===== config.mk =====
export PLATFORM = sky130hd
export DESIGN_NAME = muldiv_div_responder
export DESIGN_NICKNAME = d
export VERILOG_FILES = /design/src/rtl/muldiv_div_responder_pkg.sv /design/src/rtl/muldiv_div_responder_radix2.sv /design/src/rtl/muldiv_div_responder.sv
export SDC_FILE = /design/constraint.sdc
export NUM_CORES = 1
export LEC_CHECK = 0
export ABC_CLOCK_PERIOD_IN_PS = 7860
export BUFFER_PORTS_ARGS = -buffer_cell sky130_fd_sc_hd__buf_2
export CORE_AREA = 2 2 176 178
export CTS_CLUSTER_SIZE = 25
export DETAILED_ROUTE_END_ITERATION = 8
export DIE_AREA = 0 0 178 180
export GPL_TIMING_DRIVEN = 0
export SYNTH_ARGS = -nofsm -noshare
export SYNTH_HDL_FRONTEND = slang
export SYNTH_SLANG_ARGS = --single-unit

===== constraint.sdc =====
create_clock -name clk_i -period 7.86 [get_ports clk_i]
set_input_delay 1.179 -clock clk_i [delete_from_list [all_inputs] [get_ports clk_i]]
set_output_delay 1.179 -clock clk_i [all_outputs]
set_load 0.01 [all_outputs]

===== src/rtl/muldiv_div_responder_pkg.sv =====
// Shared types for the divider lane: lane state, divide op codes and decode helpers.
package muldiv_div_responder_pkg;

    typedef enum logic [1:0] {
        StFree     = 2'd0,
        StReserved = 2'd1,
        StBusy     = 2'd2,
        StFinished = 2'd3
    } div_lane_state_e;

    typedef enum logic [1:0] {
        DivDiv  = 2'd0,
        DivDivu = 2'd1,
        DivRem  = 2'd2,
        DivRemu = 2'd3
    } int_div_code_e;

    function automatic logic is_signed_op(int_div_code_e code);
        return (code == DivDiv) || (code == DivRem);
    endfunction

    function automatic logic is_rem_op(int_div_code_e code);
        return (code == DivRem) || (code == DivRemu);
    endfunction

endpackage


===== src/rtl/muldiv_div_responder_radix2.sv =====
// Radix-2 restoring divider: operand latch, one step per step_i, RISC-V corner cases and
// sign fixup on the final step. Special cases resolve on start without iterating.
module muldiv_div_responder_radix2
    import muldiv_div_responder_pkg::*;
#(
    parameter int unsigned DataWidth = 32,
    parameter int unsigned CntWidth  = $clog2(DataWidth) + 1
) (
    input  logic                 clk_i,
    input  logic                 rst_ni,
    input  logic                 flush_i,
    input  logic                 start_i,
    input  logic                 step_i,
    input  int_div_code_e        code_i,
    input  logic [DataWidth-1:0] a_i,
    input  logic [DataWidth-1:0] b_i,
    output logic                 special_o,
    output logic                 done_o,
    output logic [DataWidth-1:0] result_o
);
    localparam int unsigned          DivIterationNum = DataWidth;
    localparam logic [CntWidth-1:0]  LastCnt = CntWidth'(DivIterationNum - 1);
    localparam logic [DataWidth-1:0] MinVal  = {1'b1, {(DataWidth - 1){1'b0}}};

    logic                 sgn, a_neg, b_neg, div_zero, ovf, fits, last_step;
    logic [DataWidth-1:0] a_mag, b_mag, special_res;
    logic [DataWidth:0]   shifted, diff;
    logic [DataWidth-1:0] rem_nx, quo_nx, fix_quo, fix_rem;

    logic [DataWidth-1:0] rem_q, rem_d, quo_q, quo_d, bmag_q, bmag_d, result_q, result_d;
    logic                 neg_quo_q, neg_quo_d, neg_rem_q, neg_rem_d, rem_op_q, rem_op_d;
    logic [CntWidth-1:0]  cnt_q, cnt_d;

    always_comb begin
        sgn       = is_signed_op(code_i);
        a_neg     = sgn & a_i[DataWidth-1];
        b_neg     = sgn & b_i[DataWidth-1];
        a_mag     = a_neg ? ('0 - a_i) : a_i;
        b_mag     = b_neg ? ('0 - b_i) : b_i;
        div_zero  = (b_i == '0);
        ovf       = sgn && (a_i == MinVal) && (b_i == '1);
        special_o = div_zero | ovf;
        if (div_zero) begin
            special_res = is_rem_op(code_i) ? a_i : '1;
        end else begin
            special_res = is_rem_op(code_i) ? '0 : MinVal;
        end

        // The shifted partial remainder needs one extra bit before the trial subtract.
        shifted   = {rem_q, quo_q[DataWidth-1]};
        diff      = shifted - {1'b0, bmag_q};
        fits      = ~diff[DataWidth];
        rem_nx    = fits ? diff[DataWidth-1:0] : shifted[DataWidth-1:0];
        quo_nx    = {quo_q[DataWidth-2:0], fits};
        fix_quo   = neg_quo_q ? ('0 - quo_nx) : quo_nx;
        fix_rem   = neg_rem_q ? ('0 - rem_nx) : rem_nx;
        last_step = (cnt_q == LastCnt);
        done_o    = step_i & last_step;
        result_o  = result_q;
    end

    always_comb begin
        rem_d     = rem_q;
        quo_d     = quo_q;
        bmag_d    = bmag_q;
        result_d  = result_q;
        neg_quo_d = neg_quo_q;
        neg_rem_d = neg_rem_q;
        rem_op_d  = rem_op_q;
        cnt_d     = cnt_q;
        if (flush_i) begin
            cnt_d = '0;
        end else if (start_i) begin
            cnt_d    = '0;
            rem_op_d = is_rem_op(code_i);
            if (special_o) begin
                result_d = special_res;
            end else begin
                rem_d     = '0;
                quo_d     = a_mag;
                bmag_d    = b_mag;
                neg_quo_d = a_neg ^ b_neg;
                neg_rem_d = a_neg;
            end
        end else if (step_i) begin
            rem_d = rem_nx;
            quo_d = quo_nx;
            cnt_d = cnt_q + CntWidth'(1);
            if (last_step) begin
                result_d = rem_op_q ? fix_rem : fix_quo;
            end
        end
    end

    always_ff @(posedge clk_i or negedge rst_ni) begin
        if (!rst_ni) begin
            rem_q     <= '0;
            quo_q     <= '0;
            bmag_q    <= '0;
            result_q  <= '0;
            neg_quo_q <= 1'b0;
            neg_rem_q <= 1'b0;
            rem_op_q  <= 1'b0;
            cnt_q     <= '0;
        end else begin
            rem_q     <= rem_d;
            quo_q     <= quo_d;
            bmag_q    <= bmag_d;
            result_q  <= result_d;
            neg_quo_q <= neg_quo_d;
            neg_rem_q <= neg_rem_d;
            rem_op_q  <= rem_op_d;
            cnt_q     <= cnt_d;
        end
    end

endmodule


===== src/rtl/muldiv_div_responder.sv =====
// Divider lane responder: reservation FSM, owner pointer and status outputs around the
// radix-2 divider core.
module muldiv_div_responder
    import muldiv_div_responder_pkg::*;
#(
    parameter int unsigned DataWidth  = 32,
    parameter int unsigned AlPtrWidth = 7,
    parameter int unsigned CntWidth   = $clog2(DataWidth) + 1
) (
    input  logic                  clk_i,
    input  logic                  rst_ni,
    input  logic                  flush_i,
    input  logic                  acquire_i,
    input  logic [AlPtrWidth-1:0] acquire_ptr_i,
    input  logic                  req_i,
    input  logic [1:0]            code_i,
    input  logic [DataWidth-1:0]  data_a_i,
    input  logic [DataWidth-1:0]  data_b_i,
    input  logic                  release_i,
    output logic                  free_o,
    output logic                  reserved_o,
    output logic                  busy_o,
    output logic                  finished_o,
    output logic [AlPtrWidth-1:0] owner_ptr_o,
    output logic [DataWidth-1:0]  data_out_o
);
    div_lane_state_e       state_q, state_d;
    logic [AlPtrWidth-1:0] owner_q, owner_d;
    logic                  core_start, core_step, core_special, core_done;

    assign core_start = (state_q == StReserved) && req_i && !flush_i;
    assign core_step  = (state_q == StBusy) && !flush_i;

    muldiv_div_responder_radix2 #(
        .DataWidth (DataWidth),
        .CntWidth  (CntWidth)
    ) u_core (
        .clk_i     (clk_i),
        .rst_ni    (rst_ni),
        .flush_i   (flush_i),
        .start_i   (core_start),
        .step_i    (core_step),
        .code_i    (int_div_code_e'(code_i)),
        .a_i       (data_a_i),
        .b_i       (data_b_i),
        .special_o (core_special),
        .done_o    (core_done),
        .result_o  (data_out_o)
    );

    always_comb begin
        state_d = state_q;
        owner_d = owner_q;
        if (flush_i) begin
            state_d = StFree;
        end else begin
            unique case (state_q)
                StFree: begin
                    if (acquire_i) begin
                        state_d = StReserved;
                        owner_d = acquire_ptr_i;
                    end
                end
                StReserved: begin
                    if (req_i) begin
                        state_d = core_special ? StFinished : StBusy;
                    end
                end
                StBusy: begin
                    if (core_done) begin
                        state_d = StFinished;
                    end
                end
                StFinished: begin
                    // Release with a fresh acquire hands the lane straight to the new owner.
                    if (release_i) begin
                        if (acquire_i) begin
                            state_d = StReserved;
                            owner_d = acquire_ptr_i;
                        end else begin
                            state_d = StFree;
                        end
                    end
                end
                default: state_d = StFree;
            endcase
        end
    end

    always_ff @(posedge clk_i or negedge rst_ni) begin
        if (!rst_ni) begin
            state_q <= StFree;
            owner_q <= '0;
        end else begin
            state_q <= state_d;
            owner_q <= owner_d;
        end
    end

    assign free_o      = (state_q == StFree);
    assign reserved_o  = (state_q != StFree);
    assign busy_o      = (state_q == StBusy);
    assign finished_o  = (state_q == StFinished);
    assign owner_ptr_o = owner_q;

    assert property (@(posedge clk_i) disable iff (!rst_ni)
        (state_q == StFree && !flush_i) |-> !(req_i || release_i));
    assert property (@(posedge clk_i) disable iff (!rst_ni)
        (state_q == StReserved && !flush_i) |-> !acquire_i);

endmodule


==> metrics.cfg <==
[floorplan]
floorplan.initialDensity_pct = 39.4
chipWidth_um = 178
rows = 64
fp.dieH_um = 180
design.die.area_um2 = 32000
io_pins = 122
core_um2 = 30200

[detailed_routing]
wl_per_cell_um = 20.1
ant_nets = 0
drt_wl_total_um = 42200
via_per_inst = 5.90
first_iter_violations = 1179
drc = 0
vias = 12400
first_pass_iters = 5

[synth]
synth_flop_cell = dfrtp_1
syn_nets = 1668
syn-mean-instance-area_um2 = 7.71
ys_types = 76
async_reset_ff_share_pct = 100
synth-edff-count = 0
syn-instance-count = 1545
ys_seq_elements = 146
ys_warn_count = 0
synth_area_leaders = dfrtp_1, a21oi_1, o21ai_0
ys_seq_area_share_pct = 30.7
yosys.area.top_type = dfrtp_1
syn_area_um2 = 11900
yosys.area.top_type_share_pct = 30.7

[grt]
grt_pass1_vias = 11900
grt_use_met3_pct = 4.63
use_met2_pct = 41.5
grt.busiest_layer = met2
grt-ovfl-total = 0
grt_max_degree = 94
use_met1_pct = 36.6
antenna_found_initial = 0
grt_use_total_pct = 26.4
grt_pass1_wl_um = 66300

[placed_design]
place_congestion = 0.944
placed_cells = 2063
portBuffers = 121
post-place-ws_ns = 0.411
hpwl_um = 32600

[timing]
fin_worst_skew_ns = 0.0128
setup_ws_ns = 0.526
hold_viol = 0
fin_hold_ws_ns = 0.465
slew_headroom_pct = 26.3
fmax_mhz = 136
worst_pin_slew_ns = 1.09
grt_setup_unrepaired = no
slew_violations = 0
period_needed_ns = 7.33
finalSetupTns_ns = 0
fin_crit_sh_pct = 93.3
setup_violations = 0

[layout]
multi_input_area_um2 = 7660
seqCellArea_um2 = 3650
final_cell_count_no_fill = 2096
layout-drive-gt1-share_pct = 11.3
layout.filler_cells = 3079
area_growth_pct = 14.3
nets = 1809

[power]
max-vdd-ir-drop_uv = 171
power.leakage_nw = 5.86
powerDensity_nw_per_um2 = 275
fin_total_pwr_mw = 3.74

[critical_path]
crit_slowest_cell = a21boi_0
path_class = flop to flop
cp-start-kind = flop
cp_max_fo = 10
cp-end-kind = flop
max_stage_delay_ns = 0.64
arrival_ns = 7.68
crit_top_cell = or4_4
cp_cell_sequence = ha_1, buf_2, a21oi_1, o211ai_1, a21boi_0, a21oi_1, nor3_1, nor2_1, inv_2, clkbuf_2, clkbuf_1, ha_1, or2b_2, or4_4, or4_4, or4_4, o41ai_1, xor2_1, o221a_2, a22oi_1
critPathRequiredTime_ns = 8.21
worstReg2RegStart = u_core.rem_q[10]$_DFFE_PN0P_
startpoint = u_core.rem_q[10]$_DFFE_PN0P_

[cts]
cts_root_buf = clkbuf_16
cts_tree = built
path_clk_slew_ns = 0.07
cts.sinks = 146
cts.path.max_buffers = 2
cts_setup_buffers = 0
cts_made_buffers = 17
cts_max_level = 4
clock_latency_ns = 0.44

[run]
cap_violations = 0

[min_path]
hold_class = flop to flop
worst_hold_startpoint = u_core.result_o[3]$_DFFE_PN0P_

[status]
status = completed

-- cells in the final DEF (no fill, tap or decap), types with 7 or more instances in the layout --
| master | count |
|---|---|
| a211oi_1 | 19 |
| a21boi_0 | 7 |
| a21o_1 | 15 |
| a21oi_1 | 171 |
| a31oi_1 | 17 |
| and2_1 | 8 |
| and3_1 | 7 |
| and4_1 | 7 |
| buf_1 | 7 |
| buf_2 | 122 |
| clkbuf_1 | 72 |
| clkbuf_16 | 17 |
| dfrtp_1 | 146 |
| ha_1 | 43 |
| inv_1 | 67 |
| mux2_2 | 8 |
| mux2i_1 | 32 |
| nand2_1 | 162 |
| nand2b_1 | 13 |
| nand3_1 | 51 |
| nand4_1 | 22 |
| nor2_1 | 143 |
| nor2b_1 | 9 |
| nor3_1 | 31 |
| nor4_1 | 10 |
| o211ai_1 | 15 |
| o21a_1 | 7 |
| o21ai_0 | 167 |
| o221ai_1 | 12 |
| o31ai_1 | 20 |
| o41ai_1 | 8 |
| or3_1 | 23 |
| xnor2_1 | 59 |
| xor2_1 | 72 |
-- Yosys cell counts, drive strengths merged (21+ instances only) --
| cell | count |
|---|---|
| ha | 43 |
| xor2 | 72 |
| a21oi | 172 |
| nand3 | 51 |
| nor3 | 31 |
| nand4 | 22 |
| xnor2 | 59 |
| o21ai | 167 |
| clkbuf | 74 |
| nor2 | 143 |
| nand2 | 162 |
| dfrtp | 146 |
| or3 | 24 |
| o31ai | 21 |
| mux2i | 32 |
| inv | 68 |
-- worst paths after layout --
check,endpoint,slack (ns),cells past startpoint
setup reg to reg,u_core.result_o[26]$_DFFE_PN0P_,0.53,20
min in group asynchronous,u_core.cnt_q[2]$_DFFE_PN0P_,0.68,1
max in group asynchronous,u_core.rem_q[11]$_DFFE_PN0P_,6.30,2
setup / recovery,u_core.result_o[26]$_DFFE_PN0P_,0.53,20
hold / removal,u_core.result_o[3]$_DFFE_PN0P_,0.46,2
hold reg to reg,u_core.result_o[3]$_DFFE_PN0P_,0.46,2
-- kinds of logic after synthesis --
| group | count (synthesis) | share of synthesized area [%] |
|---|---|---|
| and+or+nand+nor | 526 | 21.2 |
| AOI/OAI and AO/OA | 505 | 25.4 |
| buffers and inverters | 153 | 4.99 |
| DFF | 146 | 30.7 |
| xor gates and xnor gates | 131 | 9.63 |
| adders and majority gates | 44 | 4.69 |
| muxes | 40 | 3.45 |
-- per-layer routing --
layer / vias up / wire length (um)
li1: 5841 / -
met1: 5953 / 19000
met2: 498 / 19000
met3: 84 / 2860
met4: 0 / 1390
met5: - / 0
-- state kept, by name, indices dropped and copies added, names as in the netlist, 2 cells and up --
signal	flops
state_q	2
u_core.cnt_q	6
u_core.rem_q	32
u_core.bmag_q	32
u_core.result_o	32
u_core.quo_q	32
owner_ptr_o	7
-- critical path: cells and delay by family (launching register included) --
kind | cells | cell delay, ns
buf+inv | 4 | 1.44
simple gates | 6 | 2.50
compound gates | 7 | 2.12
fa+ha+maj | 2 | 0.56
xor+xnor | 1 | 0.15
flops | 1 | 0.44
-- through the flow --
step                      instance area [um2]  util, %
after global routing                    13600     45.1
after detailed placement                13000     43.2
after CTS                               13600     45.1
after global placement                  13000     43.1
after floorplan                         11900        -
final                                   13600     45.1
-- power by group --
group / total, mW / leakage, nW / internal (mW) / switching (mW)
combinational: 1.89 / 3.70 / 0.673 / 1.21
clock: 0.800 / 0.264 / 0.422 / 0.378
sequential: 1.06 / 1.90 / 0.920 / 0.137
total: 3.74 / 5.86 / 2.01 / 1.73
-- repair_timing --
action,CTS,global route
endpoints found under the setup margin,0,4
resized for setup,0,3
hold buffers,0,0
-- area by class of cell --
cell class                      instances  area share (%)
Tap cell                              396            3.64
Sequential cell                       146            26.8
Clock buffer                           18            3.23
Antenna cell                            1          0.0184
Timing Repair Buffer                  122            4.70
Buffer                                 84            2.47
Clock inverter                         14           0.873
Inverter                               69            1.90
Multi-Input combinational cell       1246            56.3
Note: power is estimated with default switching activity, not from simulation.
